## src/rtl/mips_multicycle_ctrl.sv

```systemverilog
// Multicycle MIPS32 control FSM: sequences fetch/decode/execute and drives the datapath controls.
// Optional build macro MIPS_CTRL_ILLEGAL_TRAP_EN traps unknown opcodes into a sticky HALT state.
module mips_multicycle_ctrl #(
    parameter int unsigned TIMEOUT = 15
) (
    input  logic       clk,
    input  logic       reset,
    input  logic [5:0] opcode,
    input  logic       mem_ready,
    output logic       pc_write,
    output logic       pc_write_cond,
    output logic       i_or_d,
    output logic       mem_read,
    output logic       mem_write,
    output logic       ir_write,
    output logic       mem_to_reg,
    output logic       reg_dst,
    output logic       reg_write,
    output logic       alu_src_a,
    output logic [1:0] alu_src_b,
    output logic [1:0] alu_op,
    output logic [1:0] pc_source,
    output logic [3:0] state,
`ifdef MIPS_CTRL_ILLEGAL_TRAP_EN
    output logic       illegal,
`endif
    output logic       instr_done,
    output logic       bus_err
);

    typedef enum logic [3:0] {
        StRst     = 4'd0,
        StFetch   = 4'd1,
        StDecode  = 4'd2,
        StMemAddr = 4'd3,
        StMemRd   = 4'd4,
        StMemWb   = 4'd5,
        StMemWr   = 4'd6,
        StExec    = 4'd7,
        StAluWb   = 4'd8,
        StBranch  = 4'd9,
        StAddiEx  = 4'd10,
        StAddiWb  = 4'd11,
        StJump    = 4'd12,
        StHalt    = 4'd13
    } state_e;

    localparam logic [5:0] OpRtype = 6'b000000;
    localparam logic [5:0] OpJ     = 6'b000010;
    localparam logic [5:0] OpBeq   = 6'b000100;
    localparam logic [5:0] OpAddi  = 6'b001000;
    localparam logic [5:0] OpLw    = 6'b100011;
    localparam logic [5:0] OpSw    = 6'b101011;

    localparam logic [7:0] TimeoutCnt = 8'(TIMEOUT);

    state_e     r_state;
    state_e     w_state_next;
    logic [7:0] r_cnt;
    logic [7:0] w_cnt_next;
    logic       w_wait;
    logic       w_timeout;

    assign w_wait    = (r_state == StFetch) || (r_state == StMemRd) || (r_state == StMemWr);
    assign w_timeout = w_wait && !mem_ready && (r_cnt == TimeoutCnt);
    assign state     = r_state;

    always_comb begin
        w_state_next  = r_state;
        pc_write      = 1'b0;
        pc_write_cond = 1'b0;
        i_or_d        = 1'b0;
        mem_read      = 1'b0;
        mem_write     = 1'b0;
        ir_write      = 1'b0;
        mem_to_reg    = 1'b0;
        reg_dst       = 1'b0;
        reg_write     = 1'b0;
        alu_src_a     = 1'b0;
        alu_src_b     = 2'b00;
        alu_op        = 2'b00;
        pc_source     = 2'b00;
        instr_done    = 1'b0;
        bus_err       = 1'b0;
        case (r_state)
            StRst: w_state_next = StFetch;
            StFetch: begin
                mem_read  = 1'b1;
                alu_src_b = 2'b01;
                // ready wins over a coincident timeout
                if (mem_ready) begin
                    ir_write     = 1'b1;
                    pc_write     = 1'b1;
                    w_state_next = StDecode;
                end else if (w_timeout) begin
                    bus_err = 1'b1;
                end
            end
            StDecode: begin
                alu_src_b = 2'b11;
                case (opcode)
                    OpLw, OpSw: w_state_next = StMemAddr;
                    OpRtype:    w_state_next = StExec;
                    OpBeq:      w_state_next = StBranch;
                    OpAddi:     w_state_next = StAddiEx;
                    OpJ:        w_state_next = StJump;
`ifdef MIPS_CTRL_ILLEGAL_TRAP_EN
                    default:    w_state_next = StHalt;
`else
                    default: begin
                        instr_done   = 1'b1;
                        w_state_next = StFetch;
                    end
`endif
                endcase
            end
            StMemAddr: begin
                alu_src_a    = 1'b1;
                alu_src_b    = 2'b10;
                w_state_next = (opcode == OpSw) ? StMemWr : StMemRd;
            end
            StMemRd: begin
                mem_read = 1'b1;
                i_or_d   = 1'b1;
                if (mem_ready) begin
                    w_state_next = StMemWb;
                end else if (w_timeout) begin
                    bus_err      = 1'b1;
                    w_state_next = StFetch;
                end
            end
            StMemWb: begin
                reg_write    = 1'b1;
                mem_to_reg   = 1'b1;
                instr_done   = 1'b1;
                w_state_next = StFetch;
            end
            StMemWr: begin
                mem_write = 1'b1;
                i_or_d    = 1'b1;
                if (mem_ready) begin
                    instr_done   = 1'b1;
                    w_state_next = StFetch;
                end else if (w_timeout) begin
                    bus_err      = 1'b1;
                    w_state_next = StFetch;
                end
            end
            StExec: begin
                alu_src_a    = 1'b1;
                alu_op       = 2'b10;
                w_state_next = StAluWb;
            end
            StAluWb: begin
                reg_write    = 1'b1;
                reg_dst      = 1'b1;
                instr_done   = 1'b1;
                w_state_next = StFetch;
            end
            StBranch: begin
                alu_src_a     = 1'b1;
                alu_op        = 2'b01;
                pc_write_cond = 1'b1;
                pc_source     = 2'b01;
                instr_done    = 1'b1;
                w_state_next  = StFetch;
            end
            StAddiEx: begin
                alu_src_a    = 1'b1;
                alu_src_b    = 2'b10;
                w_state_next = StAddiWb;
            end
            StAddiWb: begin
                reg_write    = 1'b1;
                instr_done   = 1'b1;
                w_state_next = StFetch;
            end
            StJump: begin
                pc_write     = 1'b1;
                pc_source    = 2'b10;
                instr_done   = 1'b1;
                w_state_next = StFetch;
            end
            StHalt:  w_state_next = StHalt;
            default: w_state_next = StRst;
        endcase
    end

    // Counter restarts on every state change and on a timeout (FETCH re-entry).
    always_comb begin
        w_cnt_next = r_cnt;
        if ((w_state_next != r_state) || w_timeout) begin
            w_cnt_next = 8'd0;
        end else if (w_wait && !mem_ready) begin
            w_cnt_next = r_cnt + 8'd1;
        end
    end

`ifdef MIPS_CTRL_ILLEGAL_TRAP_EN
    logic r_illegal;
    assign illegal = r_illegal;
`endif

    always_ff @(posedge clk) begin
        if (reset) begin
            r_state <= StRst;
            r_cnt   <= 8'd0;
`ifdef MIPS_CTRL_ILLEGAL_TRAP_EN
            r_illegal <= 1'b0;
`endif
        end else begin
            r_state <= w_state_next;
            r_cnt   <= w_cnt_next;
`ifdef MIPS_CTRL_ILLEGAL_TRAP_EN
            r_illegal <= r_illegal | (w_state_next == StHalt);
`endif
        end
    end

endmodule
```

## config.mk

```make
export PLATFORM = sky130hd
export DESIGN_NAME = mips_multicycle_ctrl
export DESIGN_NICKNAME = d
export VERILOG_FILES = /design/src/rtl/mips_multicycle_ctrl.sv
export SDC_FILE = /design/constraint.sdc
export NUM_CORES = 1
export LEC_CHECK = 0
export ABC_AREA = 1
export CAP_MARGIN = 10
export CORE_ASPECT_RATIO = 1.75
export CORE_MARGIN = 3
export CORE_UTILIZATION = 45
export DETAILED_ROUTE_END_ITERATION = 10
export PLACE_DENSITY = 0.79
export SLEW_MARGIN = 15
export SYNTH_ARGS = -nofsm -noshare
export SYNTH_HDL_FRONTEND = slang
export SYNTH_SLANG_ARGS = --single-unit
```

## constraint.sdc

```tcl
create_clock -name clk -period 2.1 [get_ports clk]
set_clock_uncertainty 0.2 [all_clocks]
set_input_delay 0.63 -clock clk [delete_from_list [all_inputs] [get_ports clk]]
set_output_delay 0.63 -clock clk [all_outputs]
set_load 0.005 [all_outputs]
```

==> results.py, run 1 <==
metrics = {
    "clocking": {
        "post_cts_buffers": 43,
        "cts.sinks": 12,
        "cts_root_buf": "clkbuf_4",
        "htreeDepth": 1,
        "ctsResizeCount": 189,
        "cts-hold-fix-buffers": 0,
        "clk_path_buf_depth": 2,
        "cts_buffers": 3,
    },
    "placement": {
        "port_buffers": 30,
        "dpl.hpwl_mm": 3.10,
        "gp_congestion": 0.958,
        "dp_cells": 278,
        "dpl_worst_slack_ns": -1.12,
    },
    "logic_synthesis": {
        "postSynthCellCount": 165,
        "synth_area_um2": 1040,
        "synth_seq_area_share_pct": 23.0,
        "synth_fp_nets": 175,
        "yosys_register_bits": 12,
        "yosys.cell_types.count": 26,
        "synth_warnings": 0,
        "postSynthAreaPerCell_um2": 6.32,
    },
    "die": {
        "initial_utilization_pct": 48.5,
        "die_h_um": 69.7,
        "fp.dieW_um": 42.4,
        "rows": 22,
        "ios": 31,
    },
    "status": {
        "status": "stopped before the end",
        "error": "[ERROR DPL-0038] Utilization greater than 100%, impossible to legalize",
        "lastStage": "clock tree synthesis (4_1_cts)",
    },
}
per-stage QoR:
stage | cell area (um^2) | hold WS (ns) | util (%)
floorplan | 1040 | 0.308 | -
global placement | 1820 | 0.328 | 84.6
detailed placement | 1820 | 0.345 | 84.6
synth_stat cells (all sizes together):
library cell / count / area (um^2)
xnor2: 4 / 35.0
mux2i: 1 / 10.0
inv: 22 / 82.6
dfxtp: 12 / 240
ha: 1 / 12.5
o311ai: 1 / 8.76
o21ai: 3 / 18.8
nand4: 3 / 25.0
clkinv: 1 / 5.00
nor2: 39 / 204
xor2: 3 / 26.3
buf: 3 / 22.5
a31oi: 1 / 6.26
a21oi: 5 / 25.0
nand3: 24 / 138
nor4: 1 / 6.26
nand2: 41 / 176
cell families after synthesis:
| logic type | Yosys count | share of synthesized area, % |
|---|---|---|
| AND/OR/NAND/NOR | 108 | 52.7 |
| buffers and inverters | 26 | 10.6 |
| flip-flops | 12 | 23.0 |
| AO/OA/AOI/OAI | 10 | 5.64 |
| XOR/XNOR | 7 | 5.88 |
| multiplexers | 1 | 0.960 |
| adder cells (fa/ha/maj) | 1 | 1.20 |
==> run 2, diff against run 1 <==
Settings changed: CORE_AREA set to 3 3 64 66, CORE_ASPECT_RATIO 1.75 to not set, CORE_MARGIN 3 to not set, CORE_UTILIZATION 45 to not set, DIE_AREA set to 0 0 67 69, PLACE_DENSITY 0.79 to not set, PLACE_DENSITY_LB_ADDON set to 0.15.
==> run 2 against run 1 <==
The flow now finishes, with violations (setup timing). Synthesized cell count is the same. Synthesized area unchanged.
==> results.py, run 2 <==
metrics = {
    "final_layout": {
        "n_fill_cell": 313,
        "fin_util_pct": 66.5,
        "multi_input_area_um2": 1020,
        "diodes": 0,
        "regMostFlops": "r_cnt",
        "final_common_cell": "buf_4",
        "final_nets": 286,
        "syn2layout_area_growth_pct": 132,
        "fin_cells": 323,
        "largest_reg_flops": 8,
        "final_cell_mix": "53 x buf_4, 32 x buf_6, 21 x nand2_1, 16 x nor2_2, 15 x nor2_4",
        "drive_above_1_share_pct": 72.7,
        "regArea_um2": 253,
    },
    "die": {
        "ios": 31,
        "die_area_um2": 4620,
        "initial_utilization_pct": 28.7,
        "rows": 22,
        "fp.dieW_um": 67,
        "die_h_um": 69,
        "core_um2": 3630,
    },
    "timing": {
        "tightest_slew_ns": 0.237,
        "final-setup-viol-count": 12,
        "finalHoldWorstSlack_ns": 0.346,
        "finalCriticalPeriod_ns": 2.31,
        "timing.fmax_mhz": 434,
        "finalSetupTns_ns": -1.18,
        "rsz0062_at_grt": "yes",
        "fin_crit_sh_pct": 110,
        "relSlewSlack_pct": 84.2,
        "fin_ws_ns": -0.205,
        "hold_violations": 0,
        "final_max_slew_viol_count": 0,
    },
    "clocking": {
        "clk_path_buf_depth": 2,
        "cts_root_buf": "clkbuf_8",
        "cts_tree": "done",
        "htreeDepth": 1,
        "cts_buffers": 3,
        "cts.sinks": 12,
        "clkSlewWorstSetupHoldPaths_ns": 0.05,
        "cts-hold-fix-buffers": 0,
        "clkLatencyLatePin_ns": 0.24,
    },
    "worst_setup_path": {
        "crit_start": "state[1]",
        "crit_type": "flop to primary output",
        "slowest_delay_ns": 0.33,
        "timing.critical_path.cells": "buf_6 -> nor2_4 -> buf_6 -> nor2_1 -> nand2_1 -> nand2_2 -> nor2_4 -> o311ai_2 -> buf_2",
        "cp_slowest_cell": "dfxtp_2",
        "worst_setup_path_end_kind": "primary output",
        "reg2reg_from": "state[1]",
        "start_kind": "flop",
        "r2r_setup_slack_ns": 0,
        "worst_r2r_endpoint": "r_cnt[5]",
        "cp_data_required_time_ns": 1.27,
        "crit_end": "instr_done",
        "critPathMaxFanout": 3,
        "crit_arrival_ns": 1.48,
        "r2r_cells": 14,
    },
    "grt": {
        "grt_pass1_vias": 1420,
        "antenna_found_initial": 0,
        "grt_pass1_wl_mm": 6.31,
        "groute.usage.overall_pct": 17.5,
        "grt_max_degree": 9,
        "gr-total-overflow": 0,
    },
    "logic_synthesis": {
        "netlist.area_leader.share_pct": 23.0,
        "postSynthCellCount": 165,
        "synth_area_um2": 1040,
        "yosys_register_bits": 12,
        "synth-main-ff-cell": "dfxtp_1",
        "postSynthAreaPerCell_um2": 6.32,
        "synth_edf_count": 0,
        "yosys-top-cells-count": "36 x nand2_1, 22 x nand3_1, 22 x nor2_1",
        "synth_seq_area_share_pct": 23.0,
        "synth_area_leaders": "dfxtp_1 23%, nand2_1 13%, nand3_1 11%, nor2_2 8.4%, nor2_1 7.9%",
        "synth_warnings": 0,
        "synthMostInstantiatedCell": "nand2_1",
        "synthArstFlopShare_pct": 0,
        "yosys.cell_types.count": 26,
        "synth_top_area_cell": "dfxtp_1",
        "synth_fp_nets": 175,
    },
    "hold_path": {
        "min_from": "r_cnt[7]",
        "min_path_cells": 2,
        "hold_class": "flop to flop",
    },
    "placement": {
        "gp_congestion": 0.955,
        "dpl.hpwl_mm": 2.99,
        "port_buffers": 30,
        "dpl_worst_slack_ns": -1.11,
        "dp_cells": 297,
    },
    "route": {
        "routedWlPerCell_um": 13.5,
        "via_per_inst": 4.64,
        "antenna_left": 0,
        "routed_wl_mm": 4.35,
        "drt_iter0_drc": 59,
        "dr_total_vias": 1500,
        "drt-pass1-iter-count": 4,
        "drc": 0,
    },
    "status": {
        "violations": "setup timing",
        "status": "finished, violations left",
    },
    "power_and_ir_drop": {
        "p_leak_nw": 1.27,
        "power_density_nw_per_um2": 350,
        "ir_drop_mv": 0.243,
    },
    "job": {
        "cap_violations": 0,
    },
}
==> run 2: kinds of logic after synthesis <==
kind of cell    count (synthesis)  synth area share [%]
buf+inv                        26                  10.6
simple gates                  108                  52.7
flops                          12                  23.0
compound gates                 10                  5.64
xor+xnor                        7                  5.88
fa+ha+maj                       1                  1.20
mux                             1                 0.960
==> run 2: worst max-delay path: cells and delay by family, from the launching register on <==
kind | cells | cell delay (ns)
simple gates | 5 | 0.42
compound gates | 1 | 0.09
flops | 1 | 0.33
buf+inv | 3 | 0.40
==> run 2: worst min path at each step <==
stage | endpoint | slack, ns
3_3_place_gp | r_cnt[7] | 0.33
6_report | r_cnt[7] | 0.35
3_5_place_dp | r_cnt[7] | 0.34
2_1_floorplan | r_cnt[7] | 0.31
4_1_cts | r_cnt[7] | 0.35
5_1_grt | r_cnt[7] | 0.38
==> run 2: layout make-up <==
type	instances	area share [%]
Multi-Input combinational cell	127	42.4
Timing Repair Buffer	109	38.2
Sequential cell	12	10.5
Inverter	23	4.19
Tap cell	48	2.49
Clock buffer	4	2.28
==> run 2: routing by layer <==
| metal | global-route usage [%] | vias to the layer above | routed length [um] |
|---|---|---|---|
| met3 | 1.95 | 14 | 199 |
| met4 | 8.56 | 0 | 170 |
| met5 | 0 | - | 0 |
| li1 | - | 744 | - |
| met1 | 18.3 | 700 | 1580 |
| met2 | 33.1 | 42 | 2400 |
==> run 2: power by group <==
| group | switching [mW] | internal [mW] |
|---|---|---|
| clock | 0.0896 | 0.166 |
| sequential | 0.00708 | 0.232 |
| combinational | 0.173 | 0.179 |
| total | 0.270 | 0.577 |
==> run 2: what timing repair did <==
| action | CTS | global route |
|---|---|---|
| gates resized for setup | 138 | 91 |
| endpoints found under the setup margin | 31 | 27 |
| pin swaps | 24 | 41 |
| setup buffers | 21 | 9 |
==> run 2: metrics by stage <==
step | area, um^2 | power, mW
after CTS | 2160 | 0.795
final | 2420 | 0.847
after global placement | 1810 | 0.469
after floorplan | 1040 | 0.348
after detailed placement | 1810 | 0.474
after global routing | 2420 | 0.890
(Power assumes the default switching activity.)
